## config.mk

```make
export PLATFORM = sky130hd
export DESIGN_NAME = edge_fetch_flat
export DESIGN_NICKNAME = d
export VERILOG_FILES = /design/src/rtl/edge_fetch_pkg.sv /design/src/rtl/edge_fetch_if.sv /design/src/rtl/edge_deg_table.sv /design/src/rtl/edge_fetch.sv /design/src/flat_wrapper.sv
export SDC_FILE = /design/constraint.sdc
export NUM_CORES = 1
export LEC_CHECK = 0
export CORE_MARGIN = 3
export CORE_UTILIZATION = 55
export CTS_CLUSTER_SIZE = 28
export DETAILED_ROUTE_END_ITERATION = 16
export GPL_TIMING_DRIVEN = 0
export PLACE_DENSITY = 0.82
export SLEW_MARGIN = 20
export SYNTH_ARGS = -nofsm -noshare
export SYNTH_HDL_FRONTEND = slang
export SYNTH_SLANG_ARGS = --single-unit
```

## constraint.sdc

```tcl
create_clock -name clk -period 6.1 [get_ports clk]
set_input_delay 1.83 -clock clk [delete_from_list [all_inputs] [get_ports clk]]
set_output_delay 1.83 -clock clk [all_outputs]
set_load 0.02 [all_outputs]
```

## src/rtl/edge_fetch_pkg.sv

```systemverilog
// edge_fetch_pkg: shared data width, default table size and walker state encoding
package edge_fetch_pkg;
  localparam int DATA_W = 32;
  localparam int MAX_NODES_DEF = 16;
  typedef enum logic [2:0] {IDLE, HDR, LOAD, EMIT, DONE} state_t;
endpackage

```

## src/rtl/edge_fetch_if.sv

```systemverilog
// edge_fetch_if: data-memory port (a, rd) and edge stream (e_valid, e_ready, e_src, e_dst)
interface edge_fetch_if import edge_fetch_pkg::*; ();
  logic [15:0] a;
  logic [DATA_W-1:0] rd;
  logic e_valid, e_ready;
  logic [7:0] e_src, e_dst;
  modport master(output a, e_valid, e_src, e_dst, input rd, e_ready);
  modport slave(input a, e_valid, e_src, e_dst, output rd, e_ready);
endinterface

```

## src/rtl/edge_deg_table.sv

```systemverilog
// edge_deg_table: per-node saturating degree counters, dual increment (src,dst), combinational read at raddr
module edge_deg_table #(
  parameter int MAX_NODES = 16,
  parameter int DEG_W = 8
) (
  input  logic clk,
  input  logic rst,
  input  logic clr,
  input  logic inc,
  input  logic [7:0] src,
  input  logic [7:0] dst,
  input  logic [$clog2(MAX_NODES)-1:0] raddr,
  output logic [DEG_W-1:0] rdata
);
  logic [DEG_W-1:0] flat [MAX_NODES];
  for (genvar i = 0; i < MAX_NODES; i++) begin : g_n
    logic [DEG_W-1:0] q;
    logic [1:0] add;
    logic [DEG_W:0] sum;
    // a self-loop hits both compares and so counts twice; out-of-table endpoints hit nothing
    assign add = {1'b0, src == 8'(i)} + {1'b0, dst == 8'(i)};
    assign sum = {1'b0, q} + {{(DEG_W - 1){1'b0}}, add};
    always_ff @(posedge clk)
      q <= (rst || clr) ? '0 : !inc ? q : sum[DEG_W] ? '1 : sum[DEG_W-1:0];
    assign flat[i] = q;
  end
  assign rdata = flat[raddr];
endmodule

```

## src/rtl/edge_fetch.sv

```systemverilog
// edge_fetch: walks a packed graph image in memory, streams its edges and accumulates node degrees
// ports: clk/rst; start+base launch a walk; bus carries memory address/data and the edge handshake;
// deg_addr/deg_data read the degree table; busy/done/err report walk status
module edge_fetch
  import edge_fetch_pkg::*;
#(
  parameter int MAX_NODES = MAX_NODES_DEF,
  parameter int DEG_W = 8
) (
  input  logic clk,
  input  logic rst,
  input  logic start,
  input  logic [15:0] base,
  edge_fetch_if.master bus,
  input  logic [$clog2(MAX_NODES)-1:0] deg_addr,
  output logic [DEG_W-1:0] deg_data,
  output logic busy,
  output logic done,
  output logic err
);
  localparam logic [8:0] LIM = 9'(MAX_NODES);
  state_t state, state_n;
  logic [15:0] a_q, cur, wbuf;
  logic [7:0] n, e_cnt, count;
  logic half, hs, bad, last, clr;
  assign hs = state == EMIT && bus.e_ready;
  assign last = count + 8'd1 == e_cnt;
  assign bad = cur[15:8] >= n || cur[7:0] >= n || {1'b0, cur[15:8]} >= LIM || {1'b0, cur[7:0]} >= LIM;
  assign clr = (state == IDLE || state == DONE) && start;
  always_comb begin
    state_n = state;
    case (state)
      IDLE, DONE: state_n = start ? HDR : state;
      HDR:        state_n = bus.rd[23:16] == 8'd0 ? DONE : EMIT;
      LOAD:       state_n = EMIT;
      EMIT:       state_n = !hs ? EMIT : last ? DONE : half ? EMIT : LOAD;
      default:    state_n = IDLE;
    endcase
  end
  // half=1 means the high half of the buffered word is on the bus and its low half is still pending
  always_ff @(posedge clk) begin
    if (rst) begin
      state <= IDLE;
      a_q <= '0;
      cur <= '0;
      wbuf <= '0;
      n <= '0;
      e_cnt <= '0;
      count <= '0;
      half <= 1'b0;
      err <= 1'b0;
    end else begin
      state <= state_n;
      if (clr) begin
        a_q <= base;
        count <= '0;
        err <= 1'b0;
      end
      if (state == HDR) begin
        n <= bus.rd[31:24];
        e_cnt <= bus.rd[23:16];
        cur <= bus.rd[15:0];
        half <= 1'b0;
      end
      if (state == LOAD) begin
        wbuf <= bus.rd[15:0];
        cur <= bus.rd[31:16];
        half <= 1'b1;
      end
      if (hs) begin
        count <= count + 8'd1;
        err <= err | bad;
        if (!last && half) begin
          cur <= wbuf;
          half <= 1'b0;
        end
        if (!last && !half) a_q <= a_q + 16'd1;
      end
    end
  end
  assign bus.a = a_q;
  assign bus.e_valid = state == EMIT;
  assign bus.e_src = cur[15:8];
  assign bus.e_dst = cur[7:0];
  assign busy = state inside {HDR, LOAD, EMIT};
  assign done = state == DONE;
  edge_deg_table #(.MAX_NODES(MAX_NODES), .DEG_W(DEG_W)) u_deg (
    .clk(clk),
    .rst(rst),
    .clr(clr),
    .inc(hs),
    .src(cur[15:8]),
    .dst(cur[7:0]),
    .raddr(deg_addr),
    .rdata(deg_data)
  );
endmodule
```

## src/flat_wrapper.sv

```systemverilog
// flat-port wrapper written by rule: the top's interface ports become plain ports
module edge_fetch_flat import edge_fetch_pkg::*;
#(
  parameter int MAX_NODES = MAX_NODES_DEF,
  parameter int DEG_W = 8
)
  (clk, rst, start, base, deg_addr, deg_data, busy, done, err, bus_a, bus_e_valid, bus_e_src, bus_e_dst, bus_rd, bus_e_ready);
  edge_fetch_if bus_i ();
  input  logic clk;
  input  logic rst;
  input  logic start;
  input  logic [15:0] base;
  input  logic [$clog2(MAX_NODES)-1:0] deg_addr;
  output logic [DEG_W-1:0] deg_data;
  output logic busy;
  output logic done;
  output logic err;
  output wire logic [$bits(bus_i.a)-1:0] bus_a;
  output wire logic [$bits(bus_i.e_valid)-1:0] bus_e_valid;
  output wire logic [$bits(bus_i.e_src)-1:0] bus_e_src;
  output wire logic [$bits(bus_i.e_dst)-1:0] bus_e_dst;
  input wire logic [$bits(bus_i.rd)-1:0] bus_rd;
  input wire logic [$bits(bus_i.e_ready)-1:0] bus_e_ready;
  assign bus_a = bus_i.a;
  assign bus_e_valid = bus_i.e_valid;
  assign bus_e_src = bus_i.e_src;
  assign bus_e_dst = bus_i.e_dst;
  assign bus_i.rd = bus_rd;
  assign bus_i.e_ready = bus_e_ready;
  edge_fetch #(.MAX_NODES(MAX_NODES), .DEG_W(DEG_W)) u_core (.clk(clk), .rst(rst), .start(start), .base(base), .bus(bus_i), .deg_addr(deg_addr), .deg_data(deg_data), .busy(busy), .done(done), .err(err));
endmodule
```

# ---- Yosys cells after proc, flatten, opt, wreduce, memory -nomap -nowiden
# Cells that the tools add are included.
# W data, S select, Z words.
dict set report word_totals {
  regBits 205
  input_bits 56
  output_inout_bits 44
  elab_cells 160
}
dict set report op_classes {
  n_addsub 34
  magnitude_cmp 5
  eq_ne 36
  n_mux 40
  bitwise 2
  reduce_logical 18
}
# cell count
set op_table {}
lappend op_table {{$mux W8} 20}
lappend op_table {{$add A8 B2 Y9} 16}
lappend op_table {{$eq A8 B4 Y1 const B} 16}
lappend op_table {{$mux W16} 7}
lappend op_table {{$eq A8 B3 Y1 const B} 8}
lappend op_table {{$add A1 B1 Y2} 16}
lappend op_table {{$bmux W8 S4} 1}
lappend op_table {{$eq A8 B2 Y1 const B} 4}
lappend op_table {{$logic_not A8 Y1} 3}
lappend op_table {{$add A16 B1 Y16 const B} 1}
lappend op_table {{$eq A8 B1 Y1 const B} 2}
lappend op_table {{$ge A8 B5 Y1 const B} 2}
lappend op_table {{$ge A8 B8 Y1} 2}
lappend op_table {{$mux W3} 4}
lappend op_table {{$pmux W3 S4} 1}
lappend op_table {{$add A8 B1 Y8 const B} 1}
lappend op_table {{$eq A8 B8 Y1} 1}
lappend op_table {{$mux W1} 7}
lappend op_table {{$eq A3 B2 Y1 const B} 2}
lappend op_table {{$ge A5 B5 Y1 const B} 1}
lappend op_table {{$logic_or A1 B1 Y1} 5}
lappend op_table {{$not A4 Y5} 1}
lappend op_table {{$logic_and A1 B1 Y1} 4}
lappend op_table {{$eq A3 B1 Y1 const B} 1}
lappend op_table {{8 further kinds} 9}

# ---- Logic depth before layout (Yosys ltp)
dict set report logic_depth {
  depth_word 6
  mapped_depth 12
  depth_no_buf 12
}

# ---- Modules after synthesis
# Synthesis repeated with hierarchy kept, for this count alone.
dict set report hier_totals {
  hier_cells 1405
  area_unflattened_um2 11982.7
}
# mod instances cells_each area_per_inst_um2 seq_area_each_um2
set by_module_without_submodules {}
lappend by_module_without_submodules {edge_deg_table 1 837 7734.9 2562.5}
lappend by_module_without_submodules {edge_fetch 1 568 4247.8 1541.5}

# ---- Worst setup path after synthesis
# OpenSTA, ideal clock, no wires.
dict set report synth_path {
  path_type {input to output}
  start {input port deg_addr[1]}
  end {output port deg_data[2]}
  t_arrival_ps 3766
  required_ps 4270
  slack_ps 504
  cell_stages 5
  path_buffers 3
  cell_sequence {clkbuf_1 -> clkbuf_1 -> clkbuf_1 -> mux4_2 -> mux4_2}
}
dict set report synth_between {
  elab_chain_cells 4
}
# element line
set synth_rtl {}
lappend synth_rtl {{start, declared} flat_wrapper.sv:13} ;# input logic [$clog2(MAX_NODES)-1:0] deg_addr;
lappend synth_rtl {{$not A4 Y5 (implied by the code)} edge_deg_table.sv:27} ;# assign rdata = flat[raddr];
lappend synth_rtl {{$bmux W8 S4} edge_deg_table.sv:27}
lappend synth_rtl {{$mux W8 (implied by the code) (2 in a row)} edge_deg_table.sv:27}
lappend synth_rtl {{end, declared} flat_wrapper.sv:14} ;# output logic [DEG_W-1:0] deg_data;
# No other way between the ends. The select of a mux whose other input is x is not followed.

# ---- Final worst setup path
# Same ends and word-level chain as after synthesis.

==> results_dict.tcl <==
set metrics [dict create \
    row_count 52 \
    final.period_utilization_pct 98.93 \
    cts.clk_slew.worst_paths_ns 0.06 \
    finalHoldViolations 0 \
    syn2layout_area_growth_pct 18.17 \
    die_area_sq_um 22490 \
    wl_microns 33560 \
    drt_first_pass_iters 5 \
    io_buffers 94 \
    hold_slack_ns 0.4552 \
    p_comb_share_pct 18.3 \
    finalClockSkew_ns 0.01000 \
    timing.critical_path.mode_cell "mux4_2" \
    synth_xor_area_share_pct 5.301 \
    drv_cap 0 \
    ys_seq_area_share_pct 36.00 \
    status "finished, final reports clean" \
    crit_path_max_fanout 10 \
    synth_mux_area_share_pct 10.97 \
    synth_compound_area_share_pct 14.23 \
    ys_top_cells_by_area "dfxtp_1 (36%), mux4_2 (7.9%), nand2_1 (7.7%)" \
    final_nets 1548 \
    synth-simple-area-share_pct 22.43 \
    syn_area_sq_um 11400 \
    crit_type "in2out" \
    h-tree-depth 1 \
    root_buffer "clkbuf_16" \
    via_count 10840 \
    hold_path.class "reg2reg" \
    nFillCells 1699 \
    grt_overflow_total 0 \
    synth_warnings 0 \
    die_h_microns 150.0 \
    yosysMostFrequentCell "nand2_1" \
    layout-drive-gt1-share_pct 9.116 \
    period_minus_slack_ns 6.035 \
    crit_chain "clkbuf_2 -> clkbuf_4 -> buf_2 -> mux4_2 -> mux4_2 -> clkdlybuf4s50_1" \
    multi_input_area_sq_um 6782 \
    synth_seq_cells 205 \
    path_buf_inv 4 \
    report.final.slew_viol_count 0 \
    post-route-drc-count 0 \
    dp_hpwl_microns 24380 \
    synth_fp_nets 1429 \
    ys_top_cells_by_count "nand2_1 (235), dfxtp_1 (205), a21oi_1 (141)" \
    clock_latency_ns 0.52 \
    cts_sinks 205 \
    grt_setup_unrepaired "no" \
    critPathCaptureType "output pin" \
    coreArea_sq_um 20300 \
    grt_max_degree 14 \
    cts_setup_buffers 0 \
    postCtsHoldBufs 0 \
    fin_area_sq_um 13470 \
    async_reset_ff_share_pct 0 \
    place.gp.congestion 0.9289 \
    worst_slew_pin_slew_ns 1.115 \
    wl_per_cell_microns 19.41 \
    grt_pass1_wl_microns 54120 \
    synth-edff-count 0 \
    power_frac_seq_pct 41.1 \
    cts_tree "built" \
    dpl_cell_area_sq_um 12680 \
    max_stage_delay_ns 0.57 \
    cp.arrival_ns 4.20 \
    ir_drop_mv 0.1697 \
    grt_util_all_layers_pct 29.94 \
    switchingPower_uw 1011 \
    start_util_pct 56.16 \
    fmax_mhz 165.7 \
    synth_top_family_by_area "simple AND/OR/NAND/NOR gates" \
    via_per_inst 6.269 \
    startpoint_type "input port" \
    p_leak_uw 0.004969 \
    synth_cell_type_count 58 \
    cts_buffers 23 \
    internal_power_uw 2512 \
    dieWidth_microns 150.0 \
    seqCellArea_sq_um 4104 \
    syn_avg_cell_area_sq_um 8.617 \
    yosysTopAreaCell "dfxtp_1" \
    critPathTopFamily "buffers and inverters" \
    clkPwrFrac_pct 40.6 \
    synth_top_cell_area_share_pct 36.00 \
    slew_headroom_pct 25.47 \
    ant_nets 0 \
    power_density_nw_per_um2 261.5 \
    critical_path.slowest_cell "clkdlybuf4s50_1" \
    syn_inst 1323 \
    ys.flop_type "dfxtp_1" \
    synth_fa_ha_area_share_pct 6.541 \
    grt_pass1_vias 10430 \
    drt_iter0_markers 1077 \
    antenna_cells 0 \
    clk_path_buf_depth 3 \
    io_pins 100 \
    setup_violations 0 \
    cp.required_ns 4.27 \
    sw_frac_of_total_pct 28.70 \
    antenna_found_initial 0 \
]
-- logic make-up (layout without fill, tap and decap cells) --
group / count (synthesis) / in the layout
and+or+nand+nor: 550 / 550
AOI/OAI and AO/OA: 268 / 268
buffers and inverters: 106 / 242
xor gates and xnor gates: 69 / 69
muxes: 75 / 75
DFF: 205 / 205
adders and majority gates: 50 / 50
-- worst paths after layout --
check / cells after the start / slack [ns] / from / end
min: 2 / 0.46 / u_core.n[5] / u_core.n[5]
min reg2reg: 2 / 0.46 / u_core.n[5] / u_core.n[5]
max: 6 / 0.07 / deg_addr[1] / deg_data[2]
max reg2reg: 11 / 2.75 / u_core.cur[14] / u_core.u_deg.g_n[0].q[2]
-- layout by cell type, fill, tap and decap left out, types with 33 or more instances in the layout --
cell | Yosys | routed
nand2_1 | 235 | 235
a31oi_1 | 33 | 33
nor3_1 | 38 | 38
ha_1 | 34 | 34
mux4_2 | 40 | 40
nand4_1 | 50 | 50
dfxtp_1 | 205 | 205
nor2_1 | 106 | 106
a21oi_1 | 141 | 141
clkdlybuf4s50_1 | 0 | 94
and3_1 | 42 | 42
xor2_1 | 60 | 60
mux2i_1 | 35 | 35
clkbuf_1 | 53 | 50
-- registers in the layout (all words and copies together) (netlist names) --
name                count
u_core.u_deg.g_n.q    128
u_core.err              1
u_core.half             1
u_core.count            8
u_core.e_cnt            8
u_core.cur             16
u_core.bus.a           16
u_core.n                8
u_core.state            3
u_core.wbuf            16
-- cell type report --
class,instances,share of cell area [%]
Multi-Input combinational cell,1012,50.33
Sequential cell,205,30.46
Timing Repair Buffer,94,6.984
Clock buffer,34,5.024
Buffer,80,3.232
Tap cell,270,2.507
Clock inverter,8,0.7337
Inverter,26,0.7244
-- power groups by stage --
| stage | combinational (uW) | sequential (uW) | clock, uW |
|---|---|---|---|
| 3_3_place_gp | 617 | 1470 | 0 |
| 2_1_floorplan | 378 | 1490 | 0 |
| 6_report | 643 | 1450 | 1430 |
| 5_1_grt | 699 | 1450 | 1490 |
| 3_5_place_dp | 630 | 1470 | 0 |
| 4_1_cts | 637 | 1450 | 1440 |
-- metal layers --
layer | vias to the layer above | GRT usage [%] | routed length [microns]
met5 | - | 0 | 0
met4 | 0 | 12.67 | 1436
met3 | 109 | 5.118 | 3101
met2 | 617 | 47.06 | 15200
met1 | 5139 | 40.92 | 13820
li1 | 4974 | - | -
-- timing repair --
| item | 4_1_cts | 5_1_grt |
|---|---|---|
| cloned | 0 | 0 |
| resized for setup | 11 | 1 |
| setup endpoints to repair | 8 | 2 |
-- per-stage QoR --
| step | setup WS [ns] | util (%) | TNS, ns | power, uW | cells |
|---|---|---|---|---|---|
| after floorplan | 0.5043 | - | 0 | 1869 | 1323 |
| after global placement | -0.6817 | 62.46 | -5.317 | 2090 | 1687 |
| after detailed placement | -0.7273 | 62.46 | -5.607 | 2104 | 1687 |
| after CTS | 0.06610 | 66.37 | 0 | 3519 | 1729 |
| after global routing | 0.002531 | 66.37 | 0 | 3641 | 1729 |
| final | 0.06518 | 66.37 | 0 | 3523 | 1729 |
-- worst reg2reg max path: cells and delay by family, from the launching register on --
kind	cells	cell delay [ns]
fa+ha+maj	2	0.63
simple gates	7	2.01
compound gates	1	0.18
flops	1	0.37
buf+inv	1	0.10
(Power assumes the default switching activity.)
